## config.mk

```make
export PLATFORM = sky130hd
export DESIGN_NAME = line_buffer_ctrl
export DESIGN_NICKNAME = d
export VERILOG_FILES = /design/src/rtl/edge_pkg.sv /design/src/rtl/wrap_counter.sv /design/src/rtl/line_buffer_ctrl.sv
export SDC_FILE = /design/constraint.sdc
export NUM_CORES = 1
export LEC_CHECK = 0
export ABC_AREA = 1
export CORE_MARGIN = 2
export CORE_UTILIZATION = 35
export DETAILED_ROUTE_END_ITERATION = 8
export SYNTH_ARGS = -nofsm -noshare
export SYNTH_HDL_FRONTEND = slang
export SYNTH_SLANG_ARGS = --single-unit
```

## constraint.sdc

```tcl
create_clock -name clk -period 1.5 [get_ports clk]
set_input_delay 0.3 -clock clk [delete_from_list [all_inputs] [get_ports clk]]
set_output_delay 0.3 -clock clk [all_outputs]
set_load 0.005 [all_outputs]
```

## src/rtl/edge_pkg.sv

```systemverilog
// Shared types and frame geometry for the edge-detector pipeline.
package edge_pkg;

  localparam int unsigned DATA_W  = 32;
  localparam int unsigned LINE_W  = 38;
  localparam int unsigned FRAME_H = 30;
  localparam int unsigned DEPTH   = 2 * LINE_W;

  typedef enum logic [1:0] {
    IDLE   = 2'd0,
    PRIME  = 2'd1,
    STREAM = 2'd2,
    DONE   = 2'd3
  } state_t;

endpackage

```

## src/rtl/wrap_counter.sv

```systemverilog
// Up-counter that wraps MAX -> 0; wrap flags the increment that rolls over.
module wrap_counter #(
  parameter int unsigned  MAX = 1,
  localparam int unsigned W   = (MAX > 0) ? $clog2(MAX + 1) : 1
) (
  input  logic         clk,
  input  logic         rst,
  input  logic         clr,
  input  logic         inc,
  output logic [W-1:0] count,
  output logic         wrap
);

  assign wrap = inc && (count == W'(MAX));

  always_ff @(posedge clk) begin
    if (rst || clr) begin
      count <= '0;
    end else if (inc) begin
      count <= wrap ? '0 : count + W'(1);
    end
  end

endmodule

```

## src/rtl/line_buffer_ctrl.sv

```systemverilog
// Write sequencer for the two-line shift_76 buffer; tracks frame position and
// flags when a full 3x3 Sobel window is available.
module line_buffer_ctrl #(
  parameter int unsigned DATA_W  = edge_pkg::DATA_W,
  parameter int unsigned LINE_W  = edge_pkg::LINE_W,
  parameter int unsigned DEPTH   = edge_pkg::DEPTH,
  parameter int unsigned FRAME_H = edge_pkg::FRAME_H,
  parameter int unsigned ADDR_W  = 7,
  localparam int unsigned COL_W  = $clog2(LINE_W),
  localparam int unsigned ROW_W  = $clog2(FRAME_H)
) (
  input  logic              clk,
  input  logic              rst,
  input  logic              frame_start,
  input  logic              s_valid,
  input  logic [DATA_W-1:0] s_data,
  output logic              s_ready,
  input  logic              buf_ready,
  output logic              buf_write_en,
  output logic [ADDR_W-1:0] buf_wr_addr,
  output logic [DATA_W-1:0] buf_wr_data,
  input  logic              k_ready,
  output logic              win_valid,
  output logic [COL_W-1:0]  win_col,
  output logic [ROW_W-1:0]  win_row,
  output logic              frame_done
);

  import edge_pkg::*;

  state_t            state, state_nx;
  logic              accept, start, win_hit;
  logic              addr_wrap, col_wrap, row_wrap;
  logic [ADDR_W-1:0] addr;
  logic [COL_W-1:0]  col;
  logic [ROW_W-1:0]  row;

  assign s_ready = ((state == PRIME) || (state == STREAM)) && buf_ready && k_ready;
  assign accept  = s_valid && s_ready;
  // A new frame may not arm while the previous frame_done pulse is still out.
  assign start   = (state == IDLE) && frame_start && !frame_done;
  assign win_hit = accept && (state == STREAM) && (col >= COL_W'(2));

  wrap_counter #(.MAX(DEPTH - 1)) u_addr (
    .clk(clk), .rst(rst), .clr(start), .inc(accept), .count(addr), .wrap(addr_wrap)
  );

  wrap_counter #(.MAX(LINE_W - 1)) u_col (
    .clk(clk), .rst(rst), .clr(start), .inc(accept), .count(col), .wrap(col_wrap)
  );

  wrap_counter #(.MAX(FRAME_H - 1)) u_row (
    .clk(clk), .rst(rst), .clr(start), .inc(col_wrap), .count(row), .wrap(row_wrap)
  );

  always_ff @(posedge clk) begin
    if (rst) state <= IDLE;
    else     state <= state_nx;
  end

  always_comb begin
    state_nx = state;
    case (state)
      IDLE:    if (start) state_nx = PRIME;
      PRIME:   if (col_wrap && (row == ROW_W'(1))) state_nx = STREAM;
      STREAM:  if (row_wrap) state_nx = DONE;
      DONE:    state_nx = IDLE;
      default: state_nx = IDLE;
    endcase
  end

  // One-cycle-latency write and window outputs.
  always_ff @(posedge clk) begin
    if (rst) begin
      buf_write_en <= 1'b0;
      buf_wr_addr  <= '0;
      buf_wr_data  <= '0;
      win_valid    <= 1'b0;
      win_col      <= '0;
      win_row      <= '0;
      frame_done   <= 1'b0;
    end else begin
      buf_write_en <= accept;
      win_valid    <= win_hit;
      frame_done   <= (state == DONE);
      if (accept) begin
        buf_wr_addr <= addr;
        buf_wr_data <= s_data;
      end
      if (win_hit) begin
        win_row <= row - ROW_W'(1);
        win_col <= col - COL_W'(1);
      end
    end
  end

  // DEPTH spans exactly two lines, so the address rolls over only at odd line ends.
  a_addr_lockstep: assert property (@(posedge clk) disable iff (rst)
    addr_wrap == (col_wrap && row[0]));

endmodule

```

-- Yosys cells after proc, flatten, opt, wreduce, memory -nomap -nowiden
Cells that the tools add are included.
- logic and storage cells: 50
- output and inout bits: 54
- register bits after elaboration: 73
- $add $sub $neg: 5
- order comparisons: 1
- reductions and logical operators: 16
- equal/unequal tests: 10
- multiplexer cells: 7
- operator list (operator ; count):
    1-bit logical AND ; 11
    2-bit one-hot mux with 4 select lines ; 1
    7-bit by 1-bit adder with 7-bit output, second input constant ; 1
    7-bit == test, second input constant ; 1
    7-bit two-way mux ; 1
    6-bit by 1-bit adder with 6-bit output, second input constant ; 1
    6-bit == test, second input constant ; 1
    6-bit by 2-bit >= comparator with 1-bit output, second input constant ; 1
    2-bit two-way mux ; 3
    6-bit two-way mux ; 1
    2-bit by 1-bit != test with 1-bit output, second input constant ; 3
    6-bit by 1-bit subtractor with 6-bit output, second input constant ; 1
    5-bit by 1-bit adder with 5-bit output, second input constant ; 1
    5-bit by 1-bit == test with 1-bit output, second input constant ; 1
    5-bit == test, second input constant ; 1
    5-bit two-way mux ; 1
    5-bit by 1-bit subtractor with 5-bit output, second input constant ; 1
    2-bit == test, second input constant ; 2
    3-bit AND reduction ; 1
    2-bit by 1-bit == test with 1-bit output, second input constant ; 1
    2-bit zero test ; 1
    1-bit logical OR ; 2
    1-bit zero test ; 1

-- Depth between registers and ports, before layout
- depth after elaboration: 9
- gate-level depth with buffers: 11

-- By module
Synthesis repeated with hierarchy kept, for this count alone.
- cell total of the unflattened synthesis: 459
- area, all modules: 3298.2 µm²
- by module, submodules not included (module ; seq. area each (µm²) ; cells an instance ; times used ; area each (µm²)):
    line_buffer_ctrl ; 1101.1 ; 314 ; 1 ; 2285.9
    wrap_counter at u_addr ; 140.1 ; 58 ; 1 ; 387.9
    wrap_counter at u_col ; 120.1 ; 46 ; 1 ; 341.6
    wrap_counter at u_row ; 100.1 ; 41 ; 1 ; 282.8

-- Worst setup path before layout
OpenSTA, ideal clock, no wires.
- path type: register to register
- from: reg state[0]
- to: reg u_col.count[5]
- stages on the path, launching flop included: 11
- buffers on the path: 1
- data arrival time: 1452 ps
- library setup time: 120 ps
- setup slack: -73 ps
- path through: dfxtp_1 inv_1 ha_1 nand3_2 nor2_2 buf_6 nand2_1 nor2_1 nand2_1 nor2_1 nor3_2
- cells in the longest elaborated chain, start to end: 7
- elaborated cells on any way between the ends: 12
- RTL lines (what ; RTL line ; RTL):
    start: declaration ; line_buffer_ctrl.sv:31 ; state_t state, state_nx;
    start signal: assignment ; line_buffer_ctrl.sv:58 ; else state <= state_nx;
    2-bit by 1-bit == test with 1-bit output or 2-bit == test (tied branches) ; line_buffer_ctrl.sv:38 ; assign s_ready = ((state == PRIME) || (state == STREAM)) && buf_ready && k_ready;
    1-bit logical OR ; line_buffer_ctrl.sv:38 ;
    1-bit logical AND (2 in series) ; line_buffer_ctrl.sv:38 ;
    1-bit logical AND ; line_buffer_ctrl.sv:39 ; assign accept = s_valid && s_ready;
    1-bit logical AND ; wrap_counter.sv:14 ; assign wrap = inc && (count == W'(MAX));
    6-bit two-way mux ; wrap_counter.sv:20 ; count <= wrap ? '0 : count + W'(1);
    end signal: assignment ; wrap_counter.sv:20 ;
    end: declaration ; wrap_counter.sv:10 ; output logic [W-1:0] count,
Several ways; a longest one is shown, not always the timed one.
A chain may end at the register's enable or synchronous reset.

-- Worst setup path after layout
- from: reg state[0]
- to: reg u_addr.count[5]
- cells in the longest elaborated chain, start to end: 7
- elaborated cells on any way between the ends: 12
- RTL lines (what ; RTL line):
    2-bit by 1-bit == test with 1-bit output or 2-bit == test (tied branches) ; line_buffer_ctrl.sv:38
    1-bit logical OR ; line_buffer_ctrl.sv:38
    1-bit logical AND (2 in series) ; line_buffer_ctrl.sv:38
    1-bit logical AND ; line_buffer_ctrl.sv:39
    1-bit logical AND ; wrap_counter.sv:14
    7-bit two-way mux ; wrap_counter.sv:20
    end signal: assignment ; wrap_counter.sv:20
    end: declaration ; wrap_counter.sv:10
Several ways; a longest one is shown, not always the timed one.

==> metrics.md <==
| Metric | Value |
|---|---|
| RePlAce Congestion | 0.831 |
| Violated checks | setup timing |
| CTS root buf | clkbuf_8 |
| # hold bufs at CTS | 0 |
| Drt drc | 0 |
| Placed insts | 596 |
| Routed len/inst | 13.0 µm |
| Max Freq | 595 MHz |
| Tot Pwr | 5.44 mW |
| Setup WS pre-CTS | -385 ps |
| RSZ-0062 raised after global routing | true |
| Post-synthesis cell type count | 34 |
| Seq/Total Area, Yosys | 0.474 |
| Max-slew violations | 0 |
| Synthesis-to-layout area growth | 60.3% |
| Initial Utilization | 0.357 |
| Number of synthesized register bits | 73 |
| Global-route wire length before repair | 13300 µm |
| Syn avg cell area | 7.90 µm² |
| Synth Cell Area | 0.00308 mm² |
| Critical path startpoint category | flop |
| Rows | 34 |
| Remaining Overflow, GRT | 0 |
| Routed WL | 8160 µm |
| Worst path max stage delay | 340 ps |
| H-tree Lvls | 3 |
| Skew-Pair Late Insertion Delay | 350 ps |
| Clock Sink Count | 73 |
| Data required, critical path | 1790 ps |
| Hold Violations, Final | 0 |
| Worst-path cell chain | inv_2 -> ha_4 -> nand3_4 -> nor2_4 -> buf_12 -> buf_8 -> nand4_1 -> inv_1 -> a21oi_2 -> nor2_1 |
| Setup_tns | -8570 ps |
| CP Max Fanout | 7 |
| Rel. slew slack | 0.657 |
| Clock transition at path regs | 80 ps |
| Vias in the first global route | 2888 |
| Num CTS Buffers | 9 |
| GRT Util Overall | 0.169 |
| Syn. warnings | 0 |
| Chip width | 97.8 µm |
| Core area | 0.00864 mm² |
| Placed Instance Area | 0.00426 mm² |
| Vias | 2930 |
| Finished Core Util | 0.572 |
| Synthesized instance count | 390 |
| Port Buffer Count | 91 |
| Antenna diodes | 0 |
| Share of layout cells above drive strength 1 | 0.274 |
| Worst reg2reg setup slack | -180 ps |
| Non-Filler Instances | 629 |
| Hold Slack | 458 ps |
| Antenna viol nets, final | 0 |
| Status | complete, but fails checks |
| Vias/cell | 4.66 |
| Worst Skew | 14.0 ps |
| Die area | 0.00957 mm² |
| Design area | 0.00494 mm² |
| Nature of the critical path endpoint | flop |
| Setup Crit Path Kind | flop to flop |
| Net count after synthesis | 441 |
| Iteration-0 DRC Markers | 84 |
| # IOs | 92 |
| Die H | 97.8 µm |
| Max Root-Sink Buffers | 2 |
| Worst EP arrival | 1970 ps |
| Fillers | 808 |
| Leakage | 2.63 nW |
| Power Dens Cells | 1100 mW/mm² |
| First-pass iteration count of the detailed router | 4 |
| Setup violators final | 72 |
| Fin crit period | 1680 ps |
| Initial antenna violation count | 0 |
| DPL Wire Length | 5290 µm |
| CTS tree | yes |
| Largest net degree at the start of global routing | 49 |
| Nets | 567 |
| Max VDD drop | 649 µV |
| Maxcap violations | 0 |
| PnR worst setup slack | -181 ps |
| Period utilisation layout | 1.12 |
| Slowest cell on crit path | dfxtp_2 |
| Least-Margin Pin Slew | 515 ps |
| Class of the worst hold path | flop to flop |
placed cells by master (no fill, tap or decap), types with 6 or more instances in the layout:
cell	instances
nand3_1	10
o21ai_0	34
inv_1	20
dlygate4sd2_1	28
dfxtp_1	51
nand2_1	33
nor2_4	6
inv_2	9
nor2_1	87
xor2_1	7
buf_4	27
ha_1	12
clkdlybuf4s50_1	37
dfxtp_2	22
buf_6	7
a21oi_1	17
dlymetal6s2s_1	25
o21ai_2	12
clkbuf_8	10
synthesized netlist by cell type:
cell type / number / area, µm²
nor2_1: 96 / 360
dfxtp_1: 73 / 1460
o21ai_0: 46 / 230
nand2_1: 40 / 150
inv_1: 23 / 86.3
a21oi_1: 22 / 110
ha_1: 13 / 163
nand3_1: 10 / 50.1
clkbuf_1: 9 / 33.8
xor2_1: 7 / 61.3
inv_2: 6 / 22.5
nor3_1: 6 / 30.0
nand4_1: 5 / 31.3
buf_2: 3 / 15.0
nand2_2: 3 / 18.8
nand3_2: 3 / 30.0
xnor2_1: 3 / 26.3
a211oi_1: 2 / 15.0
buf_6: 2 / 22.5
nor3_2: 2 / 20.0
nor3b_1: 2 / 15.0
o21ai_1: 2 / 10.0
buf_12: 1 / 20.0
buf_4: 1 / 7.51
clkbuf_2: 1 / 5.00
inv_4: 1 / 6.26
nand2_4: 1 / 11.3
nand3_4: 1 / 17.5
nor2_2: 1 / 6.26
nor2_4: 1 / 11.3
nor3b_2: 1 / 12.5
nor4_1: 1 / 6.26
o21a_1: 1 / 7.51
o21bai_1: 1 / 7.51
critical path: cells and delay by family, from the launching register on:
family	cells	cell delay [ps]
adder cells (fa/ha/maj)	1	270
AO/OA/AOI/OAI	1	60
AND/OR/NAND/NOR	4	460
flip-flops	1	340
buffers and inverters	4	480
final cells by class:
cell class	count	area (µm²)	share of cell area
multi-input combinational	270	1640	0.333
sequential	73	1490	0.301
timing repair buffer	130	1310	0.265
clock buffer	10	138	0.0279
tap	108	135	0.0274
inverter	30	120	0.0243
clock inverter	6	90.1	0.0182
timing repair inverter	2	12.5	0.00253
worst paths after layout:
| check | startpoint | to | depth (start not counted) |
|---|---|---|---|
| hold / removal | buf_wr_addr[2] | buf_wr_addr[2] | 2 |
| hold reg to reg | buf_wr_addr[2] | buf_wr_addr[2] | 2 |
| setup / recovery | state[0] | u_addr.count[5] | 10 |
| setup reg to reg | state[0] | u_addr.count[5] | 10 |
per-layer routing:
layer | part of all wire | global-route usage | vias to the layer above
met2 | 0.49 | 0.286 | 69
met1 | 0.43 | 0.198 | 1337
met3 | 0.065 | 0.0616 | 7
met4 | 0.0096 | 0.0566 | 0
met5 | 0 | 0 | -
li1 | - | - | 1517
logic make-up after synthesis:
kind of cell / count (synthesis) / share of synthesized area
and+or+nand+nor: 173 / 0.250
adders and majority gates: 13 / 0.0528
AOI/OAI and AO/OA: 74 / 0.123
xor gates and xnor gates: 10 / 0.0284
DFF: 73 / 0.474
buffers and inverters: 47 / 0.0710
report_power, final:
part | internal (mW) | total [mW] | switching [mW]
registers | 2.10 | 2.17 | 0.0716
logic | 0.758 | 1.50 | 0.743
clock network | 0.988 | 1.77 | 0.779
total | 3.84 | 5.44 | 1.59
sequential cells by signal, indices dropped and copies added, names as in the netlist:
signal and cells:
win_col 6, win_row 5, u_row.count 5, state 2
buf_wr_addr 7, win_valid 1, frame_done 1, u_col.count 6
buf_write_en 1, buf_wr_data 32, u_addr.count 7
timing repair:
action | CTS | global route
pin swaps | 12 | 20
resized for setup | 72 | 82
setup endpoints to repair | 107 | 98
gates cloned | 2 | 1
buffers inserted | 6 | 10
Power figures use the tool's default switching activity.
